`src/rtl/fetch_pkg.sv`:
```
`default_nettype none
// +----------------------------------------------------------------------+
// | fetch_pkg                                                            |
// | Shared types and constants for the instruction prefetch front end.   |
// | Revision: 1.0                                                        |
// +----------------------------------------------------------------------+
package fetch_pkg;

  // Canonical RISC-V NOP (addi x0, x0, 0), presented when nothing is buffered
  localparam logic [31:0] NOP_INSTR = 32'h0000_0013;

  // Fetch sequencer states
  typedef enum logic [1:0] {
    REQ  = 2'd0,
    WAIT = 2'd1,
    DROP = 2'd2
  } fetch_state_t;

  // One buffered fetch: the word and the address it came from
  typedef struct packed {
    logic [31:0] pc;
    logic [31:0] instr;
  } fetch_entry_t;

endpackage
`default_nettype wire

```
`src/rtl/fetch_fifo.sv`:
```
`default_nettype none
// +----------------------------------------------------------------------+
// | fetch_fifo                                                           |
// | Synchronous FIFO of fetch entries with flush, count and a head view  |
// | that reads as {pc=0, instr=NOP} while empty.                         |
// | Revision: 1.0                                                        |
// +----------------------------------------------------------------------+
module fetch_fifo
  import fetch_pkg::*;
#(
  parameter int DEPTH = 4,
  localparam int AW = $clog2(DEPTH)
) (
  input  logic         clk,
  input  logic         n_rst,
  input  logic         flush,
  input  logic         push,
  input  fetch_entry_t push_entry,
  input  logic         pop,
  output logic [AW:0]  count,
  output logic         head_valid,
  output fetch_entry_t head
);

  localparam logic [AW:0] FULL_CNT = (AW + 1)'(DEPTH);

  fetch_entry_t  mem [DEPTH];
  logic [AW-1:0] wr_ptr;
  logic [AW-1:0] rd_ptr;
  logic          do_push;
  logic          do_pop;

  // A pop frees the slot the same edge, so push is accepted when full if paired with a pop
  assign do_pop     = pop && (count != '0);
  assign do_push    = push && ((count != FULL_CNT) || do_pop);
  assign head_valid = (count != '0);
  assign head       = head_valid ? mem[rd_ptr]
                                 : fetch_entry_t'{pc: 32'h0, instr: NOP_INSTR};

  // Pointer and occupancy bookkeeping; flush empties the queue outright
  always_ff @(posedge clk or negedge n_rst) begin
    if (!n_rst) begin
      wr_ptr <= '0;
      rd_ptr <= '0;
      count  <= '0;
    end else if (flush) begin
      wr_ptr <= '0;
      rd_ptr <= '0;
      count  <= '0;
    end else begin
      if (do_push) wr_ptr <= wr_ptr + AW'(1);
      if (do_pop)  rd_ptr <= rd_ptr + AW'(1);
      case ({do_push, do_pop})
        2'b10:   count <= count + (AW + 1)'(1);
        2'b01:   count <= count - (AW + 1)'(1);
        default: count <= count;
      endcase
    end
  end

  // Storage array; contents are don't-care until counted as valid
  always_ff @(posedge clk) begin
    if (do_push && !flush) mem[wr_ptr] <= push_entry;
  end

endmodule
`default_nettype wire

```
`src/rtl/instr_prefetch.sv`:
```
`default_nettype none
// +----------------------------------------------------------------------+
// | instr_prefetch                                                       |
// | Fetch front end: issues one outstanding imem request at a time,      |
// | buffers fetched words with PCs, flushes and restarts on redirect.    |
// | Revision: 1.0                                                        |
// +----------------------------------------------------------------------+
module instr_prefetch
  import fetch_pkg::*;
#(
  parameter int          DEPTH    = 4,
  parameter logic [31:0] RESET_PC = 32'h0000_0000
) (
  input  logic        clk,
  input  logic        n_rst,
  output logic        imem_req,
  output logic [31:0] imem_addr,
  input  logic        imem_gnt,
  input  logic        imem_rvalid,
  input  logic [31:0] imem_rdata,
  output logic        instr_valid,
  output logic [31:0] instr,
  output logic [31:0] instr_pc,
  input  logic        instr_ready,
  input  logic        redirect,
  input  logic [31:0] redirect_pc
);

  localparam int          AW       = $clog2(DEPTH);
  localparam logic [AW:0] FULL_CNT = (AW + 1)'(DEPTH);
  localparam logic [31:0] BOOT_PC  = RESET_PC & 32'hFFFF_FFFC;

  fetch_state_t state;
  fetch_state_t state_next;
  logic [31:0]  fetch_pc;
  logic [31:0]  redirect_base;
  logic         req_q;
  logic         granted;
  logic         push;
  logic         pop;
  logic [AW:0]  count;
  logic [AW:0]  count_next;
  logic         head_valid;
  fetch_entry_t head;
  fetch_entry_t push_entry;

  assign redirect_base = redirect_pc & 32'hFFFF_FFFC;
  assign granted       = (state == REQ) && req_q && imem_gnt;
  // A response landing together with a redirect belongs to the old stream
  assign push          = (state == WAIT) && imem_rvalid && !redirect;
  assign pop           = head_valid && instr_ready && !redirect;
  // fetch_pc was already advanced at grant time, so the word belongs to fetch_pc-4
  assign push_entry    = fetch_entry_t'{pc: fetch_pc - 32'd4, instr: imem_rdata};

  assign imem_req      = req_q;
  assign imem_addr     = fetch_pc;
  assign instr_valid   = head_valid;
  assign instr         = head.instr;
  assign instr_pc      = head.pc;

  // Occupancy after this edge; feeds the registered request decision
  always_comb begin
    count_next = count;
    if (redirect)          count_next = '0;
    else if (push && !pop) count_next = count + (AW + 1)'(1);
    else if (pop && !push) count_next = count - (AW + 1)'(1);
  end

  // Sequencer transitions; a granted-but-unanswered request always ends in DROP on redirect
  always_comb begin
    state_next = state;
    case (state)
      REQ: begin
        if (granted) state_next = redirect ? DROP : WAIT;
      end
      WAIT: begin
        if (redirect)         state_next = imem_rvalid ? REQ : DROP;
        else if (imem_rvalid) state_next = REQ;
      end
      DROP: begin
        if (imem_rvalid) state_next = REQ;
      end
      default: state_next = REQ;
    endcase
  end

  // State, fetch address and registered request; nothing outstanding while in REQ
  always_ff @(posedge clk or negedge n_rst) begin
    if (!n_rst) begin
      state    <= REQ;
      fetch_pc <= BOOT_PC;
      req_q    <= 1'b0;
    end else begin
      state <= state_next;
      req_q <= (state_next == REQ) && (count_next < FULL_CNT);
      if (redirect)     fetch_pc <= redirect_base;
      else if (granted) fetch_pc <= fetch_pc + 32'd4;
    end
  end

  fetch_fifo #(
    .DEPTH (DEPTH)
  ) u_fifo (
    .clk        (clk),
    .n_rst      (n_rst),
    .flush      (redirect),
    .push       (push),
    .push_entry (push_entry),
    .pop        (pop),
    .count      (count),
    .head_valid (head_valid),
    .head       (head)
  );

endmodule
`default_nettype wire
```
`config.mk`:
```
export PLATFORM = sky130hd
export DESIGN_NAME = instr_prefetch
export DESIGN_NICKNAME = d
export VERILOG_FILES = /design/src/rtl/fetch_pkg.sv /design/src/rtl/fetch_fifo.sv /design/src/rtl/instr_prefetch.sv
export SDC_FILE = /design/constraint.sdc
export NUM_CORES = 1
export LEC_CHECK = 0
export BUFFER_PORTS_ARGS = -buffer_cell sky130_fd_sc_hd__buf_4
export CAP_MARGIN = 20
export CORE_MARGIN = 5
export CORE_UTILIZATION = 29
export DETAILED_ROUTE_END_ITERATION = 10
export SYNTH_ARGS = -nofsm -noshare
export SYNTH_HDL_FRONTEND = slang
export SYNTH_SLANG_ARGS = --single-unit
```
`constraint.sdc`:
```
create_clock -name clk -period 4.1 [get_ports clk]
set_clock_uncertainty 0.1 [all_clocks]
set_input_delay 0.82 -clock clk [delete_from_list [all_inputs] [get_ports clk]]
set_output_delay 0.82 -clock clk [all_outputs]
set_load 0.005 [all_outputs]
```
==> results.md, run 1 <==
- Status: finished, final reports clean
- Horizontal die dimension: 217 microns
- Clock tree root driver cell: clkbuf_16
- Insertion delay to the later sink of the worst-skew pair: 0.52 ns
- Total of buffers placed on input and output ports: 161
- Post-route setup slack: 0.593 ns
- Initial standard-cell utilization of the core: 0.295
- Most area-consuming cells after synthesis: edfxtp_1 (60%), mux4_2 (11%), dfrtp_1 (8.1%)
- RSZ-0062 raised after global routing: no
- All-Layer GR Usage: 0.126
- Antenna-violating nets left: 0
- Startpoint type of the worst setup path: flop
- Post-synth cell types: 62
- Arr. time, crit path: 2.59 ns
- Total of max-cap violations: 0
- Layout overhead on the synthesized area: 23.9%
- Total wirelength of the detailed-routed design: 29900 microns
- FF-to-FF End: u_fifo.mem[0][63]
- Worst-path maximum fanout: 22
- Global-route wire length before repair: 46000 microns
- CP dominant cell by count: buf_4
- Vias/cell: 4.87
- Detailed-router iteration count before antenna repair: 5
- Post-placement worst setup slack: 1.04 ns
- Max-slew headroom at the worst pin: 0.556
- Mean routed wirelength per cell: 20.0 microns
- Number of antenna violations at the first check in global routing: 4
- Type of the worst min-delay path: input port to async pin
- Net count of the finished layout: 1009
- CTS tree: built
- Fraction of final layout cells sized beyond drive strength 1: 0.326
- Worst supply voltage drop on vdd: 218 uV
- Die extent in y: 217 microns
- Sequential-to-total area share from yosys stat: 0.679
- Syn Std Cell Area: 0.0124 sq mm
- Number of clock buffers inserted by TritonCTS: 34
- Average cell area after synthesis: 16.3 sq um
- Number of storage elements in the synthesis netlist: 288
- Instance count of the mapped netlist: 761
- Iter 0 DRT Violations: 423
- Total number of yosys warnings: 0
- Core area: 0.0421 sq mm
- Largest stage delay, worst path: 0.73 ns
- Overall via count from detail_route: 7270
- Full die area: 0.0471 sq mm
- Highest-count cells in the layout ignoring fill and taps: edfxtp_1 (248), buf_4 (175), mux4_2 (62)
- Hold bufs inserted after CTS: 0
- Routability Congestion: 0.758
- Transition time at the pin with the least slew margin: 0.665 ns
- Global route overflow: 0
- Maximum clock insertion buffer count: 3
- Clk slew on worst S/H paths: 0.06 ns
- Data required time at the worst endpoint: 3.18 ns
- Pin count of the biggest net entering global routing: 47
- # diodes: 0
- Max Fclk: 285 MHz
- Worst reg-to-reg setup slack: 1.25 ns
- Portion of synthesized cell area occupied by the leading cell type: 0.599
- Startpoint of the lowest-slack register-to-register path: imem_addr[4]
- Vias in the first global route: 7684
- Num ports: 168
- CP max-delay cell: dfrtp_4
- Worst setup path class: flop to output pin
- Post-detailed-route DRC marker count: 0
- Reported leakage power: 5.33 nW
- Power per cell area: 520 mW/mm^2
- Count of flip-flops with a built-in enable after synthesis: 248
- Post-CTS Setup Inserts: 0
- Async set-or-reset flop fraction in the synthesized netlist: 0.139
- FP Rows: 75
- Number of clock sinks seen by CTS: 288
- Number of instances resized during post-cts repair: 0
- Post-synth top flop: edfxtp_1
- Setup-failing EPs final: 0
- H-Tree Depth: 2
- Post-route minimum period: 3.51 ns
- Final Max Slew Viols: 0
- HPWL Detailed: 20000 microns
- Most frequent standard cell in the layout excluding fill and tap cells: edfxtp_1
- Cell taking the most area after synthesis: edfxtp_1
- TNS Setup: 0 ns
- Final Hold Viols: 0
- Portion of the clock cycle consumed by the worst path in the final layout: 0.855
- Count of cells along the worst register-to-register path: 4
- CP Capture Type: output pin
- Critical path, cell by cell: buf_4 -> mux4_2 -> and2_1 -> buf_4
Yosys cell counts (3+ instances only):
| library cell | n |
|---|---|
| or2_2 | 3 |
| nand3b_1 | 3 |
| inv_1 | 13 |
| dfrtp_1 | 40 |
| mux4_2 | 62 |
| clkbuf_1 | 26 |
| or4_1 | 20 |
| nor2b_1 | 3 |
| xnor2_1 | 11 |
| or3_1 | 5 |
| ha_1 | 9 |
| nor2_1 | 29 |
| nand4_1 | 10 |
| nand3_1 | 18 |
| o21ai_0 | 13 |
| o211ai_1 | 7 |
| edfxtp_1 | 248 |
| buf_4 | 7 |
| a22oi_1 | 3 |
| buf_6 | 5 |
| and3_1 | 3 |
| and2_1 | 64 |
| xor2_1 | 23 |
| nor4_1 | 8 |
| buf_2 | 7 |
| o31ai_1 | 14 |
| nor3_1 | 8 |
| a31oi_1 | 15 |
| nand2_1 | 38 |
through the flow:
| stage | instance area (sq um) | total power [mW] | instances | util | hold slack, ns |
|---|---|---|---|---|---|
| after floorplan | 12400 | 4.37 | 764 | - | 0.403 |
| after global placement | 14300 | 5.13 | 1433 | 0.339 | 0.431 |
| after detailed placement | 14300 | 5.15 | 1433 | 0.339 | 0.456 |
| after CTS | 15400 | 8.18 | 1493 | 0.365 | 0.183 |
| after global routing | 15400 | 8.44 | 1493 | 0.365 | 0.216 |
| final | 15400 | 8.01 | 1493 | 0.365 | 0.200 |
power breakdown:
part	switching (mW)	total (mW)	internal, mW
Sequential	0.164	3.48	3.31
Clock	1.16	2.98	1.82
Combinational	0.716	1.55	0.833
how the worst max path moves through the flow:
stage,start,to,slack [ns],depth (start not counted)
after global routing,u_fifo.rd_ptr[0],instr_pc[21],0.38,4
final,u_fifo.rd_ptr[0],instr_pc[21],0.59,4
after CTS,u_fifo.rd_ptr[0],instr_pc[21],0.45,4
after floorplan,redirect,u_fifo.mem[0][0],0.43,3
after detailed placement,u_fifo.rd_ptr[0],instr_pc[21],1.04,4
after global placement,u_fifo.rd_ptr[0],instr_pc[21],1.03,4
critical path, delay by kind of cell (launching register included):
family | cells | cell delay [ns]
mux | 1 | 0.59
simple gates | 1 | 0.18
buf+inv | 2 | 0.55
flops | 1 | 0.73
logic make-up after synthesis:
logic type,after synthesis,synth area share
other,1,0.000302
AOI/OAI and AO/OA,65,0.0358
DFF,288,0.679
adders and majority gates,9,0.00906
and+or+nand+nor,231,0.107
buffers and inverters,68,0.0295
muxes,65,0.115
xor gates and xnor gates,34,0.0240
routing by layer:
metal	vias to the layer above	track usage	wire, microns
met5	-	0	0
met1	3718	0.171	13600
met3	39	0.0281	1610
li1	3319	-	-
met4	0	0.0409	606
met2	194	0.203	14100
state kept, by name, summed over array words and instances (netlist names):
register,count
imem_addr,30
imem_req,1
state,2
u_fifo.count,3
u_fifo.mem,248
u_fifo.rd_ptr,2
u_fifo.wr_ptr,2
cell type report:
class	count	area (sq um)
fill	3998	26700
multi-input combinational	408	3640
timing repair buffer	183	1470
sequential	288	8450
clock buffer	45	956
tap	539	674
clock inverter	15	146
inverter	15	56.3
Note: power is estimated with default switching activity, not from simulation.
==> run 2: changes to the inputs <==
--- a/config.mk
+++ b/config.mk
@@ -7,9 +7,13 @@
 export LEC_CHECK = 0
 export BUFFER_PORTS_ARGS = -buffer_cell sky130_fd_sc_hd__buf_4
 export CAP_MARGIN = 20
+export CELL_PAD_IN_SITES_DETAIL_PLACEMENT = 1
+export CELL_PAD_IN_SITES_GLOBAL_PLACEMENT = 2
+export CORE_ASPECT_RATIO = 0.6
 export CORE_MARGIN = 5
 export CORE_UTILIZATION = 29
 export DETAILED_ROUTE_END_ITERATION = 10
+export PLACE_DENSITY_LB_ADDON = 0.1
 export SYNTH_ARGS = -nofsm -noshare
 export SYNTH_HDL_FRONTEND = slang
 export SYNTH_SLANG_ARGS = --single-unit
==> constraint.sdc (replaced) <==
create_clock -name clk -period 3.2 [get_ports clk]
set_clock_uncertainty 0.1 [all_clocks]
set_input_delay 0.64 -clock clk [delete_from_list [all_inputs] [get_ports clk]]
set_output_delay 0.64 -clock clk [all_outputs]
set_load 0.005 [all_outputs]
==> run 2 against run 1 <==
Cell count is 2.3% higher; via count decreased by 0.85%; critical path depth unchanged; die area increased by 0.29%; largest cell class unchanged; design area about the same; worst setup slack got worse by 0.43 ns; utilization hardly changed; critical endpoint unchanged.
==> results.md, run 2 (synthesis results as in run 1) <==
- Total wirelength of the detailed-routed design: 32100 microns (+7.5%)
- Final Max Slew Viols: 0 (unchanged)
- Proportion of power drawn by combinational gates: 0.210 (+0.017)
- Worst supply voltage drop on vdd: 375 uV (+72%)
- All-Layer GR Usage: 0.134 (+0.00821)
- Transition time at the pin with the least slew margin: 0.697 ns (+0.0315 ns)
- Largest stage delay, worst path: 0.60 ns (-0.13 ns)
- Cell area after layout: 0.0154 sq mm (about the same)
- Net switching power: 2.62 mW (+28%)
- Clock tree root driver cell: clkbuf_16
- Max-slew headroom at the worst pin: 0.535 (-0.0211)
- Max reg flops: 248 (unchanged)
- Total of max-cap violations: 0 (unchanged)
- Final Hold Viols: 0 (unchanged)
- Post-detailed-route DRC marker count: 0 (unchanged)
- Internal power consumption: 7.44 mW (+25%)
- Full die area: 0.0472 sq mm (+0.29%)
- Core area: 0.0421 sq mm (-0.10%)
- Most frequent standard cell in the layout excluding fill and tap cells: edfxtp_1
- Fraction of final layout cells sized beyond drive strength 1: 0.329 (+0.00316)
- Mean routed wirelength per cell: 21.0 microns (+5.1%)
- CTS tree: built
- TNS Setup: 0 ns (unchanged)
- CP Capture Type: output pin
- Horizontal die dimension: 277 microns (+28%)
- Cells after DPL: 1467 (+2.4%)
- Vias/cell: 4.72 (-3.1%)
- Insertion delay to the later sink of the worst-skew pair: 0.56 ns (+0.04 ns)
- Total of buffers placed on input and output ports: 161 (unchanged)
- Reported leakage power: 5.32 nW (-0.29%)
- Type of the worst min-delay path: input port to flop
- Sw Share: 0.260 (+0.00583)
- Power per cell area: 654 mW/mm^2 (+26%)
- Number of fill cells: 4309 (+7.8%)
- Overall via count from detail_route: 7208 (-0.85%)
- Highest-count cells in the layout ignoring fill and taps: edfxtp_1 (248), buf_4 (182), mux4_2 (62)
- Design Power: 10.1 mW (+26%)
- Part of the power in the clock network: 0.352 (-0.020)
- Global route overflow: 0 (unchanged)
- Maximum clock insertion buffer count: 3 (unchanged)
- Worst-path maximum fanout: 34 (+55%)
- Layout overhead on the synthesized area: 23.8% (about the same)
- Number of clock buffers inserted by TritonCTS: 30 (-12%)
- Global-route wire length before repair: 49500 microns (+7.6%)
- Cell family with most CP delay: multiplexers
- Data required time at the worst endpoint: 2.46 ns (-0.72 ns)
- Initial standard-cell utilization of the core: 0.295 (+0.000307)
- Vias in the first global route: 8067 (+5.0%)
- # diodes: 0 (unchanged)
- Startpoint type of the worst setup path: flop
- Clk slew on worst S/H paths: 0.06 ns (about the same)
- Reg power frac: 0.438 (+0.004)
- Max Fclk: 329 MHz
- Antenna-violating nets left: 0 (unchanged)
- Count of cells along the worst register-to-register path: 4 (unchanged)
- Arr. time, crit path: 2.30 ns (-0.29 ns)
- Worst setup path class: flop to output pin
- Critical path, cell by cell: buf_12 -> mux4_2 -> and2_1 -> buf_4
- Post-route minimum period: 3.04 ns
- Die extent in y: 170 microns (-22%)
- Detailed-router iteration count before antenna repair: 4 (-1)
- Net count of the finished layout: 1013 (+0.40%)
- Portion of the clock cycle consumed by the worst path in the final layout: 0.950
- Status: finished, final reports clean
- Buf/Inv on CP: 2 (unchanged)
- HPWL Detailed: 20500 microns (+2.7%)
- Num ports: 168 (unchanged)
- Cells on Worst Hold Path: 1
- Number of antenna violations at the first check in global routing: 0 (-4)
- RSZ-0062 raised after global routing: no
- Number of clock sinks seen by CTS: 288 (unchanged)
- H-Tree Depth: 1 (-1)
- Routability Congestion: 0.730 (-3.7%)
- Instance area after placement: 0.0143 sq mm (+0.27%)
- Top register by number of flip-flops: u_fifo.mem
- Core Util, Final: 0.366 (about the same)
- Pin count of the biggest net entering global routing: 63 (+34%)
- CP max-delay cell: mux4_2
- FP Rows: 58 (-23%)
- Iter 0 DRT Violations: 398 (-5.9%)
- Post-Layout Cell Count: 1527 (+2.3%)
- Setup-failing EPs final: 0 (unchanged)
- Stages on the worst setup path: 4 (unchanged)
run 2: power groups by stage:
stage | clock [mW] | sequential, mW | combinational [mW]
2_1_floorplan | 0 | 4.40 | 1.20
3_3_place_gp | 0 | 4.51 | 2.08
3_5_place_dp | 0 | 4.53 | 2.11
4_1_cts | 3.67 | 4.41 | 2.19
5_1_grt | 3.84 | 4.43 | 2.35
6_report | 3.54 | 4.41 | 2.12
run 2: per-layer routing:
| layer | part of all wire | GRT usage |
|---|---|---|
| met2 | 0.51 | 0.236 |
| met1 | 0.44 | 0.178 |
| met3 | 0.033 | 0.0232 |
| met4 | 0.018 | 0.0259 |
| met5 | 0 | 0 |
run 2: final cells by class:
cell class                 instances  area [sq um]  share of cell area
multi-input combinational        408          3650               0.237
timing repair buffer             191          1530              0.0993
clock inverter                    17           184              0.0120
sequential                       288          8460               0.549
tap                              570           713              0.0463
clock buffer                      38           802              0.0521
inverter                          15          58.8             0.00382
run 2: worst register-to-register path, cell delays in order, from the launching register on:
cell and delay, ns:
dfrtp_1 0.57, nand4_2 0.21, or4_1 0.86, or4_1 0.57
a31oi_1 0.18
run 2: final timing paths:
path / startpoint / to / slack [ns]
worst max-delay path: u_fifo.rd_ptr[0] / instr_pc[21] / 0.16
worst min-delay path: imem_rdata[5] / u_fifo.mem[2][5] / 0.18
worst max register to register: imem_addr[13] / imem_addr[27] / 0.63
worst min register to register: u_fifo.wr_ptr[0] / u_fifo.wr_ptr[0] / 0.45
max in group asynchronous: n_rst / u_fifo.rd_ptr[0] / 2.00
min in group asynchronous: n_rst / imem_addr[3] / 0.52
run 2: repair_timing:
item	in CTS	in global routing
endpoints found under the hold margin	40	0
gates cloned	0	0
gates resized for setup	2	2
setup endpoints to repair	50	25
hold buffers	1	0
pin swaps	0	0
setup buffers	4	0
run 2: through the flow:
| step | hold slack (ns) | setup WS (ns) |
|---|---|---|
| after floorplan | 0.244 | 0.389 |
| after global placement | 0.434 | 0.485 |
| after detailed placement | 0.458 | 0.474 |
| after CTS | 0.141 | 0.0596 |
| after global routing | 0.149 | 0.0228 |
| final | 0.181 | 0.160 |
